--- config.mk ---
export PLATFORM = sky130hd
export DESIGN_NAME = regfile_write_arbiter_flat
export DESIGN_NICKNAME = d
export VERILOG_FILES = /design/src/rtl/regfile_write_arbiter_pkg.sv /design/src/rtl/regfile_write_arbiter_if.sv /design/src/rtl/regfile_write_arbiter_byp_lookup.sv /design/src/rtl/regfile_write_arbiter.sv /design/src/flat_wrapper.sv
export SDC_FILE = /design/constraint.sdc
export NUM_CORES = 1
export LEC_CHECK = 0
export BUFFER_PORTS_ARGS = -buffer_cell sky130_fd_sc_hd__buf_2
export CELL_PAD_IN_SITES_DETAIL_PLACEMENT = 2
export CELL_PAD_IN_SITES_GLOBAL_PLACEMENT = 2
export CORE_MARGIN = 8
export CORE_UTILIZATION = 30
export CTS_CLUSTER_SIZE = 16
export DETAILED_ROUTE_END_ITERATION = 10
export GPL_ROUTABILITY_DRIVEN = 0
export PLACE_DENSITY_LB_ADDON = 0.12
export SLEW_MARGIN = 10
export SYNTH_ARGS = -nofsm -noshare
export SYNTH_HDL_FRONTEND = slang
export SYNTH_SLANG_ARGS = --single-unit
export TNS_END_PERCENT = 20
--- constraint.sdc ---
create_clock -name clk -period 3.3 [get_ports clk]
set_clock_uncertainty 0.2 [all_clocks]
set_input_delay 0.495 -clock clk [delete_from_list [all_inputs] [get_ports clk]]
set_output_delay 0.495 -clock clk [all_outputs]
set_load 0.03 [all_outputs]
--- src/rtl/regfile_write_arbiter_pkg.sv ---
// Shared constants and FSM encoding for the register-file write arbiter.
// Latency: n/a (declarations only).
// Backpressure: n/a (declarations only).
package regfile_write_arbiter_pkg;

    localparam int ADDR_W = 4;
    localparam int DATA_W = 32;

    // Register index that acts as the program counter; never lands in the register file.
    localparam logic [ADDR_W-1:0] PC_REG = 4'd15;
    // Link register targeted by BL.
    localparam logic [ADDR_W-1:0] LR_REG = 4'd14;

    typedef enum logic {
        IDLE  = 1'b0,
        DRAIN = 1'b1
    } arb_state_t;

endpackage

--- src/rtl/regfile_write_arbiter_if.sv ---
// Writeback-beat, register-file write port and bypass lookup bundle.
// Latency: n/a (wiring only).
// Backpressure: wb_valid/wb_ready handshake on the writeback side.
interface regfile_write_arbiter_if #(
    parameter int ADDR_W = regfile_write_arbiter_pkg::ADDR_W,
    parameter int DATA_W = regfile_write_arbiter_pkg::DATA_W
);

    // writeback side
    logic              wb_valid;
    logic              wb_ready;
    logic              wb_wr0;
    logic [ADDR_W-1:0] wb_addr0;
    logic [DATA_W-1:0] wb_data0;
    logic              wb_wr1;
    logic [ADDR_W-1:0] wb_addr1;
    logic [DATA_W-1:0] wb_data1;

    // register-file write port and PC redirect
    logic              regwr;
    logic [ADDR_W-1:0] regaddrIn;
    logic [DATA_W-1:0] regdataIn;
    logic              pc_wr;
    logic [DATA_W-1:0] pc_data;

    // bypass lookup
    logic [ADDR_W-1:0] rdaddr_a;
    logic [ADDR_W-1:0] rdaddr_b;
    logic              byp_hit_a;
    logic [DATA_W-1:0] byp_data_a;
    logic              byp_hit_b;
    logic [DATA_W-1:0] byp_data_b;

    modport slave (
        input  wb_valid, wb_wr0, wb_addr0, wb_data0, wb_wr1, wb_addr1, wb_data1,
        input  rdaddr_a, rdaddr_b,
        output wb_ready, regwr, regaddrIn, regdataIn, pc_wr, pc_data,
        output byp_hit_a, byp_data_a, byp_hit_b, byp_data_b
    );

    modport master (
        output wb_valid, wb_wr0, wb_addr0, wb_data0, wb_wr1, wb_addr1, wb_data1,
        output rdaddr_a, rdaddr_b,
        input  wb_ready, regwr, regaddrIn, regdataIn, pc_wr, pc_data,
        input  byp_hit_a, byp_data_a, byp_hit_b, byp_data_b
    );

endinterface

--- src/rtl/regfile_write_arbiter_byp_lookup.sv ---
// Priority match of one read address against the in-flight write entries.
// Latency: combinational.
// Backpressure: none.
module byp_lookup
    import regfile_write_arbiter_pkg::*;
#(
    parameter int              AW     = regfile_write_arbiter_pkg::ADDR_W,
    parameter int              DW     = regfile_write_arbiter_pkg::DATA_W,
    parameter logic [AW-1:0]   PC_IDX = regfile_write_arbiter_pkg::PC_REG
) (
    input  logic [AW-1:0] rdaddr,
    // held write, newest source
    input  logic          hold_vld,
    input  logic [AW-1:0] hold_addr,
    input  logic [DW-1:0] hold_dat,
    // write currently on the register-file port, older source
    input  logic          out_vld,
    input  logic [AW-1:0] out_addr,
    input  logic [DW-1:0] out_dat,
    output logic          hit,
    output logic [DW-1:0] dat
);

    // Newest source wins; PC reads are served by the fetch path, so they never hit.
    always_comb begin
        hit = 1'b0;
        dat = '0;
        if (rdaddr != PC_IDX) begin
            if (hold_vld && (hold_addr == rdaddr)) begin
                hit = 1'b1;
                dat = hold_dat;
            end else if (out_vld && (out_addr == rdaddr)) begin
                hit = 1'b1;
                dat = out_dat;
            end
        end
    end

endmodule

--- src/rtl/regfile_write_arbiter.sv ---
// Serialises up to two writeback writes per beat onto one register-file write port, redirecting PC writes.
// Latency: first write of a beat registered one cycle after acceptance; the second write one cycle later.
// Backpressure: wb_ready drops for one cycle while a held second write drains.
module regfile_write_arbiter
    import regfile_write_arbiter_pkg::*;
#(
    parameter int                  ADDR_W = regfile_write_arbiter_pkg::ADDR_W,
    parameter int                  DATA_W = regfile_write_arbiter_pkg::DATA_W,
    parameter logic [ADDR_W-1:0]   PC_REG = regfile_write_arbiter_pkg::PC_REG
) (
    input  logic                    clk,
    input  logic                    reset,
    regfile_write_arbiter_if.slave  bus
);

    typedef struct packed {
        logic              vld;
        logic [ADDR_W-1:0] addr;
        logic [DATA_W-1:0] dat;
    } wr_ent_t;

    arb_state_t state, state_nxt;

    wr_ent_t hold, hold_nxt;
    wr_ent_t emit;

    logic              regwr_q;
    logic [ADDR_W-1:0] regaddr_q;
    logic [DATA_W-1:0] regdata_q;
    logic              pc_wr_q;
    logic [DATA_W-1:0] pc_data_q;

    logic emit_is_pc;

    // Beats are only taken in IDLE; DRAIN is the single stall cycle for the held write.
    assign bus.wb_ready = (state == IDLE);

    // Next-state, hold-buffer update and selection of the write to emit this cycle.
    always_comb begin
        state_nxt = state;
        hold_nxt  = hold;
        emit      = '0;
        case (state)
            IDLE: begin
                if (bus.wb_valid) begin
                    if (bus.wb_wr0) begin
                        emit = '{vld: 1'b1, addr: bus.wb_addr0, dat: bus.wb_data0};
                        // Same destination on both channels: load data wins, base writeback is dropped.
                        if (bus.wb_wr1 && (bus.wb_addr0 != bus.wb_addr1)) begin
                            hold_nxt  = '{vld: 1'b1, addr: bus.wb_addr1, dat: bus.wb_data1};
                            state_nxt = DRAIN;
                        end
                    end else if (bus.wb_wr1) begin
                        emit = '{vld: 1'b1, addr: bus.wb_addr1, dat: bus.wb_data1};
                    end
                end
            end
            DRAIN: begin
                emit         = hold;
                hold_nxt.vld = 1'b0;
                state_nxt    = IDLE;
            end
            default: begin
                state_nxt = IDLE;
            end
        endcase
    end

    // FSM state and hold buffer; reset discards any held write.
    always_ff @(posedge clk) begin
        if (reset) begin
            state <= IDLE;
            hold  <= '0;
        end else begin
            state <= state_nxt;
            hold  <= hold_nxt;
        end
    end

    assign emit_is_pc = (emit.addr == PC_REG);

    // Registered write port and PC strobe; address/data registers keep their last value between writes.
    always_ff @(posedge clk) begin
        if (reset) begin
            regwr_q   <= 1'b0;
            regaddr_q <= '0;
            regdata_q <= '0;
            pc_wr_q   <= 1'b0;
            pc_data_q <= '0;
        end else begin
            regwr_q <= emit.vld && !emit_is_pc;
            pc_wr_q <= emit.vld && emit_is_pc;
            if (emit.vld && !emit_is_pc) begin
                regaddr_q <= emit.addr;
                regdata_q <= emit.dat;
            end
            if (emit.vld && emit_is_pc) begin
                pc_data_q <= emit.dat;
            end
        end
    end

    assign bus.regwr     = regwr_q;
    assign bus.regaddrIn = regaddr_q;
    assign bus.regdataIn = regdata_q;
    assign bus.pc_wr     = pc_wr_q;
    assign bus.pc_data   = pc_data_q;

    logic hold_live;
    assign hold_live = (state == DRAIN) && hold.vld;

    byp_lookup #(
        .AW     (ADDR_W),
        .DW     (DATA_W),
        .PC_IDX (PC_REG)
    ) u_byp_a (
        .rdaddr    (bus.rdaddr_a),
        .hold_vld  (hold_live),
        .hold_addr (hold.addr),
        .hold_dat  (hold.dat),
        .out_vld   (regwr_q),
        .out_addr  (regaddr_q),
        .out_dat   (regdata_q),
        .hit       (bus.byp_hit_a),
        .dat       (bus.byp_data_a)
    );

    byp_lookup #(
        .AW     (ADDR_W),
        .DW     (DATA_W),
        .PC_IDX (PC_REG)
    ) u_byp_b (
        .rdaddr    (bus.rdaddr_b),
        .hold_vld  (hold_live),
        .hold_addr (hold.addr),
        .hold_dat  (hold.dat),
        .out_vld   (regwr_q),
        .out_addr  (regaddr_q),
        .out_dat   (regdata_q),
        .hit       (bus.byp_hit_b),
        .dat       (bus.byp_data_b)
    );

endmodule

--- src/flat_wrapper.sv ---
// flat-port wrapper written by rule: the top's interface ports become plain ports
module regfile_write_arbiter_flat import regfile_write_arbiter_pkg::*;
#(
    parameter int                  ADDR_W = regfile_write_arbiter_pkg::ADDR_W,
    parameter int                  DATA_W = regfile_write_arbiter_pkg::DATA_W,
    parameter logic [ADDR_W-1:0]   PC_REG = regfile_write_arbiter_pkg::PC_REG
)
  (clk, reset, bus_wb_valid, bus_wb_wr0, bus_wb_addr0, bus_wb_data0, bus_wb_wr1, bus_wb_addr1, bus_wb_data1, bus_rdaddr_a, bus_rdaddr_b, bus_wb_ready, bus_regwr, bus_regaddrIn, bus_regdataIn, bus_pc_wr, bus_pc_data, bus_byp_hit_a, bus_byp_data_a, bus_byp_hit_b, bus_byp_data_b);
  regfile_write_arbiter_if #(.ADDR_W(ADDR_W), .DATA_W(DATA_W)) bus_i ();
  input  logic clk;
  input  logic reset;
  input wire logic [$bits(bus_i.wb_valid)-1:0] bus_wb_valid;
  input wire logic [$bits(bus_i.wb_wr0)-1:0] bus_wb_wr0;
  input wire logic [$bits(bus_i.wb_addr0)-1:0] bus_wb_addr0;
  input wire logic [$bits(bus_i.wb_data0)-1:0] bus_wb_data0;
  input wire logic [$bits(bus_i.wb_wr1)-1:0] bus_wb_wr1;
  input wire logic [$bits(bus_i.wb_addr1)-1:0] bus_wb_addr1;
  input wire logic [$bits(bus_i.wb_data1)-1:0] bus_wb_data1;
  input wire logic [$bits(bus_i.rdaddr_a)-1:0] bus_rdaddr_a;
  input wire logic [$bits(bus_i.rdaddr_b)-1:0] bus_rdaddr_b;
  output wire logic [$bits(bus_i.wb_ready)-1:0] bus_wb_ready;
  output wire logic [$bits(bus_i.regwr)-1:0] bus_regwr;
  output wire logic [$bits(bus_i.regaddrIn)-1:0] bus_regaddrIn;
  output wire logic [$bits(bus_i.regdataIn)-1:0] bus_regdataIn;
  output wire logic [$bits(bus_i.pc_wr)-1:0] bus_pc_wr;
  output wire logic [$bits(bus_i.pc_data)-1:0] bus_pc_data;
  output wire logic [$bits(bus_i.byp_hit_a)-1:0] bus_byp_hit_a;
  output wire logic [$bits(bus_i.byp_data_a)-1:0] bus_byp_data_a;
  output wire logic [$bits(bus_i.byp_hit_b)-1:0] bus_byp_hit_b;
  output wire logic [$bits(bus_i.byp_data_b)-1:0] bus_byp_data_b;
  assign bus_i.wb_valid = bus_wb_valid;
  assign bus_i.wb_wr0 = bus_wb_wr0;
  assign bus_i.wb_addr0 = bus_wb_addr0;
  assign bus_i.wb_data0 = bus_wb_data0;
  assign bus_i.wb_wr1 = bus_wb_wr1;
  assign bus_i.wb_addr1 = bus_wb_addr1;
  assign bus_i.wb_data1 = bus_wb_data1;
  assign bus_i.rdaddr_a = bus_rdaddr_a;
  assign bus_i.rdaddr_b = bus_rdaddr_b;
  assign bus_wb_ready = bus_i.wb_ready;
  assign bus_regwr = bus_i.regwr;
  assign bus_regaddrIn = bus_i.regaddrIn;
  assign bus_regdataIn = bus_i.regdataIn;
  assign bus_pc_wr = bus_i.pc_wr;
  assign bus_pc_data = bus_i.pc_data;
  assign bus_byp_hit_a = bus_i.byp_hit_a;
  assign bus_byp_data_a = bus_i.byp_data_a;
  assign bus_byp_hit_b = bus_i.byp_hit_b;
  assign bus_byp_data_b = bus_i.byp_data_b;
  regfile_write_arbiter #(.ADDR_W(ADDR_W), .DATA_W(DATA_W), .PC_REG(PC_REG)) u_core (.clk(clk), .reset(reset), .bus(bus_i));
endmodule
==> reports/results.tsv, run 1 <==
stage	metric	value	unit
drt	first_iter_violations	234	
pwr	p_clk_frac	0.372	
synth	synth_area_leaders	dfxtp_1, mux2i_1, nand2_1	
placed_design	hpwl	20000	microns
clock_network	cts_buffers	9	
final_layout	drive_above_1_share	0.297	
global_routing	grt_max_degree	53	
sta	worst_slack	0.110	ns
drt	met1Wirelength	12500	microns
synth	synth-seq-area-share	0.352	
die	initial_core_util	0.304	
sta	fin_setup_tns	0	ns
drt	dr_wl_met3	1260	microns
final_layout	multi_input_area	0.00374	sq mm
drt	antenna_left	0	
clock_network	root_buffer	clkbuf_16	
setup_path	end_kind	output port	
global_routing	overflow	0	
outcome	status	finished, final reports clean	
clock_network	cts_hold_buf	0	
setup_path	critPathKind	reg2out	
final_layout	stdcell_area	0.00779	sq mm
synth	synth_edf_count	0	
clock_network	cts.sinks	108	
clock_network	clk_pin_slew_worst_paths	0.08	ns
worst_hold_path	hold_class	in2reg	
die	die_x	159	microns
synth	synth.distinct_cells	39	
setup_path	crit_fanout	32	
drt	vias_per_cell	5.37	
sta	final-setup-viol-count	0	
clock_network	ctsResizeCount	1	
drt	vias	6428	
global_routing	grt_pass1_wl	43800	microns
pwr	p_switching	0.862	mW
final_layout	seqCellArea	0.00217	sq mm
sta	fin_crit_sh	0.967	
final_layout	nFillCells	2385	
sta	slew_viol_final	0	
placed_design	port-buffer-count	221	
sta	period_minus_slack	3.19	ns
clock_network	cts.htree.levels	3	
die	core_area	0.0202	sq mm
synth	synth_seq_cells	108	
pwr	ir_drop	0.272	mV
pwr	cellPowerDensity	379	mW/mm^2
pwr	p_sw_frac	0.292	
synth	synth-main-ff-cell	dfxtp_1	
global_routing	grt_pass1_vias	7343	
clock_network	cts_max_path_buffers	2	
synth	synth_most_common_cell	dfxtp_1	
drt	wl_met2	13900	microns
synth	synth.avg_cell_area	8.25	sq um
synth	syn-instance-count	744	
setup_path	arrival	2.50	ns
sta	relSlewSlack	0.493	
pwr	pwr-share-seq	0.468	
global_routing	grt_antenna_before_repair	1	
drt	avgRoutedWirePerCell	23.4	microns
sta	rsz0062_at_grt	false	
synth	netlist_area	0.00614	sq mm
drt	routed.top_layer	met4	
sta	finalHoldViolCount	0	
global_routing	grt_use_total	0.217	
setup_path	start_kind	flop	
pwr	power_frac_comb	0.160	
setup_path	cp.required	2.60	ns
die	die_h	159	microns
placed_design	post-place-ws	0.236	ns
pwr	cell_internal_pwr	2.09	mW
drt	totalWireLength	28000	microns
placed_design	dpl_cell_area	0.00747	sq mm
final_layout	fin_nets	1008	
pwr	p_leak	3.71	nW
synth	synth_common_cells	dfxtp_1, mux2i_1, nand2_1, nor3_1, a21oi_1	
die	io_pins	222	
job	drv_cap	0	
clock_network	post_cts_buffers	0	
die	fp-row-count	52	
clock_network	clk_latency	0.36	ns
pwr	finalPower	2.95	mW
clock_network	cts_tree	done	
synth	synth_top_area_share	0.352	
sta	tightest_slew	0.761	ns
synth	netlist.top_cell.by_area	dfxtp_1	
synth	syn-num-nets	829	
die	die_area	0.0253	sq mm
sta	fmax	0.313	GHz
drt	dr.pass1.iters	4	
final_layout	syn2layout_area_growth	26.9	%
synth	synth_warnings	0	
drt	drcViolationCount	0	
synth	async_flop_share	0	
-- cell usage in the layout (no fill, tap or decap), types with 16 or more instances in the layout --
| cell | count |
|---|---|
| a21oi_1 | 45 |
| o21ai_0 | 34 |
| nor2_1 | 20 |
| nand2_1 | 91 |
| mux2i_1 | 100 |
| nand2b_1 | 37 |
| dfxtp_1 | 105 |
| buf_4 | 16 |
| buf_2 | 220 |
| nand3_1 | 38 |
| o2bb2ai_1 | 18 |
| nor3_1 | 65 |
| a22oi_1 | 16 |
-- per-layer routing --
metal | global-route usage | up-vias
li1 | - | 3005
met1 | 0.272 | 3236
met2 | 0.380 | 172
met3 | 0.0349 | 15
met4 | 0.0570 | 0
met5 | 0 | -
-- power by group through the flow --
stage                     Clock, mW  Sequential [mW]  Combinational, mW
final                          1.10             1.38              0.471
after detailed placement          0             1.41              0.469
after CTS                      1.13             1.38              0.470
after global routing           1.18             1.39              0.512
after global placement            0             1.41              0.453
after floorplan                   0             1.43              0.242
-- critical path: stages (launching register included) --
cell and delay (ns):
dfxtp_1 0.52, xor2_1 0.19, nor2_1 0.08, nand2_2 0.08
buf_4 0.51, mux2i_1 0.15, nor3_1 0.29, buf_2 0.27
-- cell type report --
type / count / area share
Multi-Input combinational cell: 562 / 0.480
Clock inverter: 3 / 0.00514
Tap cell: 270 / 0.0434
Clock buffer: 10 / 0.0307
Inverter: 4 / 0.00193
Antenna cell: 2 / 0.000642
Sequential cell: 108 / 0.278
Timing Repair Buffer: 238 / 0.161
-- stage by stage --
step                      hold WS, ns  cells   util
after floorplan                 0.261    744      -
after global placement          0.257   1182  0.370
after detailed placement        0.268   1182  0.370
after CTS                       0.189   1195  0.384
after global routing            0.213   1196  0.386
final                           0.200   1197  0.386
-- worst paths after layout --
path         depth (start not counted)  slack (ns)                   start                       end
max                                  7        0.11         u_core.hold[32]        bus_byp_data_b[20]
min                                  3        0.20         bus_wb_data1[6]            u_core.hold[6]
max reg2reg                          7        0.69            u_core.state  u_core.bus.regdataIn[19]
min reg2reg                          2        0.28  u_core.bus.pc_data[16]    u_core.bus.pc_data[16]
-- cell families (layout without fill, tap and decap cells) --
group | Yosys count | after routing | synth area share
flops | 108 | 108 | 0.352
compound gates | 148 | 148 | 0.158
simple gates | 282 | 282 | 0.222
buf+inv | 74 | 255 | 0.0532
other cells | 0 | 2 | 0
mux | 114 | 114 | 0.189
xor+xnor | 18 | 18 | 0.0257
-- sequential cells by signal (all words and copies together) (netlist names) --
| register | cells |
|---|---|
| u_core.bus.regdataIn | 32 |
| u_core.bus.regwr | 1 |
| u_core.hold | 37 |
| u_core.bus.pc_data | 32 |
| u_core.bus.pc_wr | 1 |
| u_core.bus.regaddrIn | 4 |
| u_core.state | 1 |
(Power assumes the default switching activity.)
==> run 2: changes to the inputs <==
- ABC_AREA: not set -> 1
- ABC_CLOCK_PERIOD_IN_PS: not set -> 3300
- CORE_UTILIZATION: 30 -> 27
==> run 2 against run 1 <==
  * Power rose by 7.7%
  * Non-clock buffer count rose by 7
  * Count of clock-buffer cells in the layout did not move
  * Sequential power barely moved
  * Die area rose by 15%
  * Synthesized cell count rose by 42%
  * Largest power group unchanged
==> reports/results.tsv, run 2 <==
stage	metric	value	unit	change
outcome	status	finished, final reports clean		
drt	vias_per_cell	4.95		-7.8%
sta	tightest_slew	1.03	ns	+0.271 ns
clock_network	cts_buffers	9		unchanged
synth	synth.distinct_cells	31		-21%
pwr	ir_drop	0.215	mV	-21%
synth	netlist_area	0.00646	sq mm	+5.3%
setup_path	start_kind	flop		
clock_network	clk_latency	0.36	ns	about the same
sta	final-setup-viol-count	0		unchanged
setup_path	end_kind	output port		
synth	synth_common_cells	nand2_1, nor2_1, dfxtp_1, o21ai_0, inv_1		
clock_network	ctsResizeCount	0		-1
final_layout	syn2layout_area_growth	25.0	%	
sta	worst_slack	0.249	ns	+0.139 ns
worst_hold_path	hold_class	in2reg		
global_routing	met2_usage	0.361		-0.0187
final_layout	drive_above_1_share	0.231		-0.0660
global_routing	grt_pass1_vias	8248		+12%
placed_design	port-buffer-count	221		unchanged
drt	totalWireLength	31500	microns	+13%
die	initial_core_util	0.275		-0.0290
synth	netlist.top_cell.by_area	dfxtp_1		
global_routing	overflow	0		unchanged
sta	relSlewSlack	0.310		-0.182
die	die_x	171	microns	+7.3%
sta	fin_crit_sh	0.925		-0.0420
sta	slew_viol_final	0		unchanged
sta	fmax	0.328	GHz	+4.5%
global_routing	grtUsageMet1	0.272		about the same
die	io_pins	222		unchanged
final_layout	fin_nets	1321		+31%
synth	synth_edf_count	0		unchanged
global_routing	grt_antenna_before_repair	5		+4
clock_network	post_cts_buffers	0		unchanged
final_layout	largest_reg_flops	37		unchanged
job	drv_cap	0		unchanged
placed_design	post-place-ws	0.452	ns	+0.217 ns
synth	synth-seq-area-share	0.335		-0.0177
global_routing	grt_max_degree	76		+43%
sta	fin_setup_tns	0	ns	unchanged
clock_network	cts_hold_buf	0		unchanged
global_routing	grt_pass1_wl	48800	microns	+12%
synth	syn-instance-count	1060		+42%
drt	avgRoutedWirePerCell	20.1	microns	-14%
global_routing	grt_busiest_layer	met2		
sta	rsz0062_at_grt	false		
synth	synth_warnings	0		unchanged
synth	synth_top_area_share	0.335		-0.0177
setup_path	critPathKind	reg2out		
die	die_h	171	microns	+7.3%
synth	synth_seq_cells	108		unchanged
clock_network	cts.sinks	108		unchanged
synth	synth-main-ff-cell	dfxtp_1		
drt	drcViolationCount	0		unchanged
synth	syn-num-nets	1145		+38%
drt	antenna_left	0		unchanged
global_routing	grt.met3_usage	0.0544		+0.0195
pwr	finalPower	3.18	mW	+7.7%
pwr	cellPowerDensity	393	mW/mm^2	+3.8%
sta	period_minus_slack	3.05	ns	-0.139 ns
die	die_area	0.0291	sq mm	+15%
die	fp-row-count	56		+7.7%
drt	vias	7740		+20%
final_layout	top_register	u_core.hold		
clock_network	root_buffer	clkbuf_16		
final_layout	seqCellArea	0.00216	sq mm	-0.17%
clock_network	cts_tree	done		
synth	synth.avg_cell_area	6.10	sq um	-26%
synth	synth_area_leaders	dfxtp_1, nand2_1, nor2_1		
final_layout	multi_input_area	0.00356	sq mm	-4.7%
drt	first_iter_violations	340		+45%
clock_network	cts_max_path_buffers	2		unchanged
setup_path	arrival	2.36	ns	-0.14 ns
clock_network	cts.htree.levels	3		unchanged
setup_path	crit_fanout	38		+19%
final_layout	nFillCells	2995		+26%
global_routing	grt_use_total	0.215		-0.00241
pwr	p_leak	4.19	nW	+13%
synth	async_flop_share	0		unchanged
clock_network	clk_pin_slew_worst_paths	0.08	ns	about the same
setup_path	cp.required	2.60	ns	about the same
synth	synth_most_common_cell	nand2_1		
die	core_area	0.0235	sq mm	+16%
placed_design	hpwl	23200	microns	+16%
sta	finalHoldViolCount	0		unchanged
final_layout	layout_commonest_cell	nand2_1		
final_layout	final_cell_mix	nand2_1, buf_2, nor2_1		
drt	dr.pass1.iters	4		unchanged
-- run 2: kinds of logic after synthesis --
| kind of cell | count (synthesis) | synth area share |
|---|---|---|
| and+or+nand+nor | 579 | 0.367 |
| AOI/OAI and AO/OA | 199 | 0.173 |
| buffers and inverters | 168 | 0.117 |
| DFF | 108 | 0.335 |
| xor gates and xnor gates | 6 | 0.00813 |
-- run 2: worst max-delay path, cell delays in order (launching register included) --
cell and delay (ns):
dfxtp_1 0.41, inv_1 0.12, nand2_1 0.07, o21ai_0 0.08
nor3_1 0.37, nand2_2 0.12, buf_4 0.27, nand2_1 0.10
o21ai_0 0.08, nor2_1 0.14, buf_2 0.22
-- run 2: final timing paths --
path	start	to	slack, ns	cells past startpoint
setup / recovery	u_core.hold[32]	bus_byp_data_b[16]	0.25	10
hold / removal	bus_wb_data1[28]	u_core.hold[28]	0.18	3
setup reg to reg	u_core.state	u_core.bus.regdataIn[11]	0.75	9
hold reg to reg	u_core.bus.pc_data[18]	u_core.bus.pc_data[18]	0.29	2
-- run 2: final cells by class --
type | count | share of cell area
diodes | 3 | 0.000929
clock inverters | 6 | 0.00650
flip-flops and latches | 108 | 0.268
well taps | 319 | 0.0494
clock buffers | 10 | 0.0283
repair buffers | 245 | 0.165
inverters | 88 | 0.0413
multi-input cells | 784 | 0.441
-- run 2: power breakdown --
part	internal, mW	switching (mW)	total (mW)
Combinational	0.209	0.452	0.661
Sequential	1.36	0.0535	1.41
Clock	0.530	0.574	1.10
-- run 2: layer usage --
metal,share of wire,vias up
met3,0.062,20
li1,-,3750
met2,0.47,171
met1,0.46,3795
met5,0.00086,-
met4,0.0099,4
-- run 2: metrics by stage --
step	hold WS, ns	instances	utilization	area, sq um
floorplan	0.255	1060	-	6460
global placement	0.264	1544	0.332	7790
detailed placement	0.275	1544	0.332	7790
CTS	0.167	1560	0.344	8070
global route	0.177	1563	0.344	8080
finish	0.181	1563	0.344	8080
